### src/rtl/y86_pkg.sv
// Y86 register-file constants and the writeback request record shared by
// decode and the writeback arbiter.
package y86_pkg;
  localparam int DATA_W = 64;
  localparam int ADDR_W = 4;
  localparam int NREG   = 15;

  localparam logic [ADDR_W-1:0] RNONE = 4'hF;
  localparam logic [ADDR_W-1:0] RSP   = 4'h4;

  localparam logic [3:0] I_HALT   = 4'h0;
  localparam logic [3:0] I_NOP    = 4'h1;
  localparam logic [3:0] I_RRMOVQ = 4'h2;
  localparam logic [3:0] I_IRMOVQ = 4'h3;
  localparam logic [3:0] I_RMMOVQ = 4'h4;
  localparam logic [3:0] I_MRMOVQ = 4'h5;
  localparam logic [3:0] I_OPQ    = 4'h6;
  localparam logic [3:0] I_JXX    = 4'h7;
  localparam logic [3:0] I_CALL   = 4'h8;
  localparam logic [3:0] I_RET    = 4'h9;
  localparam logic [3:0] I_PUSHQ  = 4'hA;
  localparam logic [3:0] I_POPQ   = 4'hB;

  typedef enum logic {PORT_E = 1'b0, PORT_M = 1'b1} wb_port_t;

  typedef struct packed {
    logic [ADDR_W-1:0] dst;
    logic [DATA_W-1:0] data;
  } wb_req_t;
endpackage

### src/rtl/regfile_wb_arbiter_if.sv
// Writeback requester ports (E and M), register-file write port and status.
interface regfile_wb_arbiter_if #(
  parameter int DATA_W = y86_pkg::DATA_W,
  parameter int ADDR_W = y86_pkg::ADDR_W,
  parameter int NREG   = y86_pkg::NREG
);
  logic              e_valid, e_ready;
  logic [ADDR_W-1:0] e_dst;
  logic [DATA_W-1:0] e_data;
  logic              m_valid, m_ready;
  logic [ADDR_W-1:0] m_dst;
  logic [DATA_W-1:0] m_data;
  logic              wr_en;
  logic [ADDR_W-1:0] wr_addr;
  logic [DATA_W-1:0] wr_data;
  logic [NREG-1:0]   busy;
  logic              idle;

  modport master (
    output e_valid, e_dst, e_data, m_valid, m_dst, m_data,
    input  e_ready, m_ready, wr_en, wr_addr, wr_data, busy, idle
  );
  modport slave (
    input  e_valid, e_dst, e_data, m_valid, m_dst, m_data,
    output e_ready, m_ready, wr_en, wr_addr, wr_data, busy, idle
  );
endinterface

### src/rtl/wb_hold_buf.sv
// One-entry valid/ready holding register; RNONE requests handshake but never load.
module wb_hold_buf
  import y86_pkg::*;
(
  input  logic    clk,
  input  logic    rst_n,
  input  logic    in_valid,
  input  wb_req_t in_req,
  input  logic    grant,
  output logic    ready,
  output logic    load,
  output logic    v,
  output wb_req_t q
);
  assign ready = !v || grant;
  assign load  = in_valid && ready && (in_req.dst != RNONE);

  always_ff @(posedge clk or negedge rst_n) begin
    if (!rst_n) begin
      v <= 1'b0;
      q <= '0;
    end else if (load) begin
      v <= 1'b1;
      q <= in_req;
    end else if (grant) begin
      v <= 1'b0;
    end
  end
endmodule

### src/rtl/regfile_wb_arbiter.sv
// Arbitrates the single register-file write port between writeback ports E and M:
// oldest first, E before M on same-age same-register pairs, round-robin otherwise.
module regfile_wb_arbiter
  import y86_pkg::*;
(
  input logic clk,
  input logic rst_n,
  regfile_wb_arbiter_if.slave bus
);
  wb_req_t  e_q, m_q;
  logic     e_v, m_v, e_ld, m_ld, g_e, g_m, rr_pick;
  logic     e_older, m_older;
  wb_port_t rr_last;
  logic              wr_en;
  logic [ADDR_W-1:0] wr_addr;
  logic [DATA_W-1:0] wr_data;

  wb_hold_buf u_e (
    .clk(clk), .rst_n(rst_n), .in_valid(bus.e_valid),
    .in_req('{dst: bus.e_dst, data: bus.e_data}), .grant(g_e),
    .ready(bus.e_ready), .load(e_ld), .v(e_v), .q(e_q)
  );
  wb_hold_buf u_m (
    .clk(clk), .rst_n(rst_n), .in_valid(bus.m_valid),
    .in_req('{dst: bus.m_dst, data: bus.m_data}), .grant(g_m),
    .ready(bus.m_ready), .load(m_ld), .v(m_v), .q(m_q)
  );

  always_comb begin
    g_e     = 1'b0;
    g_m     = 1'b0;
    rr_pick = 1'b0;
    if (e_v && !m_v)             g_e = 1'b1;
    else if (m_v && !e_v)        g_m = 1'b1;
    else if (e_v && m_v) begin
      if (e_older)               g_e = 1'b1;
      else if (m_older)          g_m = 1'b1;
      else if (e_q.dst == m_q.dst) g_e = 1'b1;  // valM must land last
      else begin
        rr_pick = 1'b1;
        if (rr_last == PORT_M)   g_e = 1'b1;
        else                     g_m = 1'b1;
      end
    end
  end

  // A buffer reloaded on its grant edge is younger than anything else resident.
  always_ff @(posedge clk or negedge rst_n) begin
    if (!rst_n) begin
      e_older <= 1'b0;
      m_older <= 1'b0;
      rr_last <= PORT_M;
    end else begin
      if (rr_pick) rr_last <= g_m ? PORT_M : PORT_E;
      if ((e_v && !g_e) && (m_v && !g_m)) begin
        e_older <= e_older;
        m_older <= m_older;
      end else if ((e_v && !g_e) && m_ld) begin
        e_older <= 1'b1;
        m_older <= 1'b0;
      end else if ((m_v && !g_m) && e_ld) begin
        e_older <= 1'b0;
        m_older <= 1'b1;
      end else if (e_ld && m_ld) begin
        e_older <= g_m;
        m_older <= g_e;
      end else begin
        e_older <= 1'b0;
        m_older <= 1'b0;
      end
    end
  end

  always_ff @(posedge clk or negedge rst_n) begin
    if (!rst_n) begin
      wr_en   <= 1'b0;
      wr_addr <= '0;
      wr_data <= '0;
    end else if (g_e) begin
      wr_en   <= 1'b1;
      wr_addr <= e_q.dst;
      wr_data <= e_q.data;
    end else if (g_m) begin
      wr_en   <= 1'b1;
      wr_addr <= m_q.dst;
      wr_data <= m_q.data;
    end else begin
      wr_en   <= 1'b0;
    end
  end

  for (genvar r = 0; r < NREG; r++) begin : g_busy
    assign bus.busy[r] = (e_v && e_q.dst == ADDR_W'(r)) ||
                         (m_v && m_q.dst == ADDR_W'(r)) ||
                         (wr_en && wr_addr == ADDR_W'(r));
  end

  assign bus.wr_en   = wr_en;
  assign bus.wr_addr = wr_addr;
  assign bus.wr_data = wr_data;
  assign bus.idle    = !e_v && !m_v && !wr_en;
endmodule

### src/flat_wrapper.sv
// flat-port wrapper written by rule: the top's interface ports become plain ports
module regfile_wb_arbiter_flat import y86_pkg::*;
  (clk, rst_n, bus_e_valid, bus_e_dst, bus_e_data, bus_m_valid, bus_m_dst, bus_m_data, bus_e_ready, bus_m_ready, bus_wr_en, bus_wr_addr, bus_wr_data, bus_busy, bus_idle);
  regfile_wb_arbiter_if bus_i ();
  input logic clk;
  input logic rst_n;
  input wire logic [$bits(bus_i.e_valid)-1:0] bus_e_valid;
  input wire logic [$bits(bus_i.e_dst)-1:0] bus_e_dst;
  input wire logic [$bits(bus_i.e_data)-1:0] bus_e_data;
  input wire logic [$bits(bus_i.m_valid)-1:0] bus_m_valid;
  input wire logic [$bits(bus_i.m_dst)-1:0] bus_m_dst;
  input wire logic [$bits(bus_i.m_data)-1:0] bus_m_data;
  output wire logic [$bits(bus_i.e_ready)-1:0] bus_e_ready;
  output wire logic [$bits(bus_i.m_ready)-1:0] bus_m_ready;
  output wire logic [$bits(bus_i.wr_en)-1:0] bus_wr_en;
  output wire logic [$bits(bus_i.wr_addr)-1:0] bus_wr_addr;
  output wire logic [$bits(bus_i.wr_data)-1:0] bus_wr_data;
  output wire logic [$bits(bus_i.busy)-1:0] bus_busy;
  output wire logic [$bits(bus_i.idle)-1:0] bus_idle;
  assign bus_i.e_valid = bus_e_valid;
  assign bus_i.e_dst = bus_e_dst;
  assign bus_i.e_data = bus_e_data;
  assign bus_i.m_valid = bus_m_valid;
  assign bus_i.m_dst = bus_m_dst;
  assign bus_i.m_data = bus_m_data;
  assign bus_e_ready = bus_i.e_ready;
  assign bus_m_ready = bus_i.m_ready;
  assign bus_wr_en = bus_i.wr_en;
  assign bus_wr_addr = bus_i.wr_addr;
  assign bus_wr_data = bus_i.wr_data;
  assign bus_busy = bus_i.busy;
  assign bus_idle = bus_i.idle;
  regfile_wb_arbiter u_core (.clk(clk), .rst_n(rst_n), .bus(bus_i));
endmodule
### config.mk
export PLATFORM = sky130hd
export DESIGN_NAME = regfile_wb_arbiter_flat
export DESIGN_NICKNAME = d
export VERILOG_FILES = /design/src/rtl/y86_pkg.sv /design/src/rtl/regfile_wb_arbiter_if.sv /design/src/rtl/wb_hold_buf.sv /design/src/rtl/regfile_wb_arbiter.sv /design/src/flat_wrapper.sv
export SDC_FILE = /design/constraint.sdc
export NUM_CORES = 1
export LEC_CHECK = 0
export ABC_AREA = 1
export CORE_ASPECT_RATIO = 2
export CORE_MARGIN = 3
export CORE_UTILIZATION = 51
export CTS_CLUSTER_DIAMETER = 30
export CTS_CLUSTER_SIZE = 20
export DETAILED_ROUTE_END_ITERATION = 10
export GPL_TIMING_DRIVEN = 0
export MAX_ROUTING_LAYER = met4
export PLACE_DENSITY_LB_ADDON = 0.2
export SKIP_CTS_REPAIR_TIMING = 1
export SYNTH_ARGS = -nofsm -noshare
export SYNTH_HDL_FRONTEND = slang
export SYNTH_HIERARCHICAL = 1
export SYNTH_SLANG_ARGS = --single-unit
### constraint.sdc
create_clock -name clk -period 3 [get_ports clk]
set_clock_uncertainty 0.2 [all_clocks]
set_input_delay 0.6 -clock clk [delete_from_list [all_inputs] [get_ports clk]]
set_output_delay 0.6 -clock clk [all_outputs]
set_load 0.05 [all_outputs]
==> impl_metrics.ini <==
[sta]
period_needed_ns = 3.12
finalWorstSetupSlack_ns = -0.120
fmax_mhz = 320
final-hold-violation-count = 0
worst_pin_slew_ns = 0.682
setup_tns_ns = -0.322
rsz0062_at_grt = true
maxSlewViolCount = 0
min_period_over_period = 1.04
slew_headroom = 0.546
finalSetupViolations = 3

[synthesis]
syn_area_um2 = 9830
synth_edf_count = 0
synthFlopType = dfrtp_1
synth.yosys.seq_area_share = 0.535
synth_cell_types = 22
avgSynthCellArea_um2 = 7.71
synth-async-reset-ratio = 1.00
ys_ff_latch = 210
synth_top_area_frac = 0.532
synth_cells = 1275
yosysWarnings = 6
yosysMostFrequentCell = nand2_1
synth_area_leader_cell = dfrtp_1
synth.top_cells.by_count = nand2_1 (543), nand3_1 (298), dfrtp_1 (209), inv_1 (99), buf_2 (29)
synth.area.top_cells = dfrtp_1 (53%), nand2_1 (21%), nand3_1 (15%), inv_1 (3.8%), buf_2 (1.5%)
syn_nets = 1415

[die]
die_w_um = 104
die-area_um2 = 21100
start_util = 0.522
row_count = 71
core_um2 = 18800
fp.dieH_um = 202
ios = 227

[pwr]
ir_drop_mv = 0.714
power.leakage_uw = 0.00717
switching_power_uw = 8100
switching_share = 0.475
power.density_nw_per_um2 = 1260
finalPower_uw = 17000
p_comb_frac = 0.499
internal_power_uw = 8950
clockPowerShare = 0.200
pwr-share-seq = 0.301

[global_route]
grt_max_degree = 120
track_usage = 0.297
grt_pass1_wl_um = 48500
grt_pass1_vias = 9838
antenna_found_initial = 0
grt_overflow = 0

[layout]
drive_above_1_share = 0.0974
nets = 1677
fill_cells = 1530
areaGrowthSynthToFinish_pct = 37.1
n_antenna_cell = 0
multi_input_area_um2 = 3800
regArea_um2 = 5260

[clock_tree]
clk_latency_ns = 0.53
cts_buffer_depth = 3
ctsRootBufferMaster = clkbuf_16
clkSinkCount = 210
cts_tree = done
clk_transition_reported_paths_ns = 0.06
cts_max_level = 1
cts_buffers = 30

[run_status]
status = finished with violations
violations = negative setup slack

[critical_path]
path_class = flop to output pin
required_ns = 2.20
worstPathArrival_ns = 2.32
start_kind = flop
critPathCaptureType = output pin
crit_fanout = 16

[worst_hold_path]
worstHoldPathType = flop to flop

[placed_design]
post-dp-hpwl_um = 22600
place.gp.congestion = 0.956
numPortBuffers = 226

[route]
vias_per_cell = 5.21
vias = 9453
dr.pass1.iters = 6
drc = 0
wirelength_um = 30400
drt-initial-drc-count = 467
ant_nets = 0
wire_per_inst_um = 16.7

[job]
cap_viol_max_count = 0
==> worst max-delay path, cell delays in order (launching register included) <==
cell	delay (ns)
dfrtp_1	0.40
buf_4	0.21
inv_1	0.12
or2_1	0.22
buf_2	0.19
nand2_4	0.23
inv_2	0.08
nand2_1	0.09
clkbuf_4	0.24
==> final cells by class <==
cell class,instances,share of cell area
Clock buffer,34,0.0606
Inverter,103,0.0287
Timing Repair Buffer,231,0.169
Buffer,81,0.0314
Sequential cell,210,0.391
Clock inverter,22,0.0137
Tap cell,255,0.0237
Multi-Input combinational cell,880,0.282
==> logic make-up (layout without fill, tap and decap cells) <==
group | Yosys count | in the layout | share of synthesized area
buffers and inverters | 185 | 471 | 0.0827
flip-flops | 210 | 210 | 0.535
AO/OA/AOI/OAI | 10 | 10 | 0.00878
AND/OR/NAND/NOR | 870 | 870 | 0.374
==> path summary, 6_finish.rpt <==
check,end,from,slack [ns],depth (start not counted)
min in group asynchronous,u_core/u_e/q[51],rst_n,0.45,2
max in group asynchronous,u_core/u_m/q[67],rst_n,1.08,3
min,u_core/u_m/q[21],u_core/u_m/q[21],0.27,2
max,bus_e_ready,u_core/u_e/v,-0.12,8
max reg2reg,u_core/e_older,u_core/u_e/v,0.11,12
min reg2reg,u_core/u_m/q[21],u_core/u_m/q[21],0.27,2
==> power by group through the flow <==
stage	registers [µW]	logic [µW]	clock network [µW]
3_5_place_dp	5120	8480	0
4_1_cts	5100	8520	3480
6_report	5120	8500	3420
5_1_grt	5290	9260	3590
3_3_place_gp	5100	8280	0
2_1_floorplan	6350	4320	0
==> flip-flops by register name, summed over array words and instances, names as in the netlist <==
name	count
u_core/e_older	1
u_core/bus.wr_en	1
u_core/u_e/q	68
u_core/bus.wr_addr	4
u_core/u_m/q	68
u_core/u_e/v	1
u_core/rr_last	1
u_core/u_m/v	1
u_core/m_older	1
u_core/bus.wr_data	64
==> routing by layer <==
metal	vias to the layer above	track usage	wire length [µm]
li1	4541	-	-
met5	-	-	0
met2	387	0.555	16800
met3	97	0.0390	1770
met1	4428	0.299	10300
met4	0	0.146	1430
==> cell usage in the layout (no fill, tap or decap), types with 4 or more instances in the layout <==
cell type        count
buf_1                7
buf_2               29
buf_4               23
clkbuf_1            25
clkbuf_16           31
clkbuf_2             6
clkbuf_4             7
clkdlybuf4s50_1    207
clkinv_2             5
clkinvlp_4           5
dfrtp_1            203
dfrtp_2              6
inv_1               99
inv_2                4
inv_6                5
inv_8                4
nand2_1            540
nand2_2              5
nand3_1            298
nor2_1              17
o211ai_1             4
==> stage by stage <==
step	setup WS [ns]	cells	hold WS [ns]	util	instance area [µm²]
final	-0.120	1816	0.271	0.716	13500
after global routing	-0.297	1816	0.282	0.716	13500
after CTS	-0.966	1813	-0.119	0.714	13500
after detailed placement	-0.360	1757	0.258	0.661	12400
after global placement	-7.55	1756	0.253	0.659	12400
after floorplan	0.379	1275	0.104	-	9840
(Power assumes the default switching activity.)
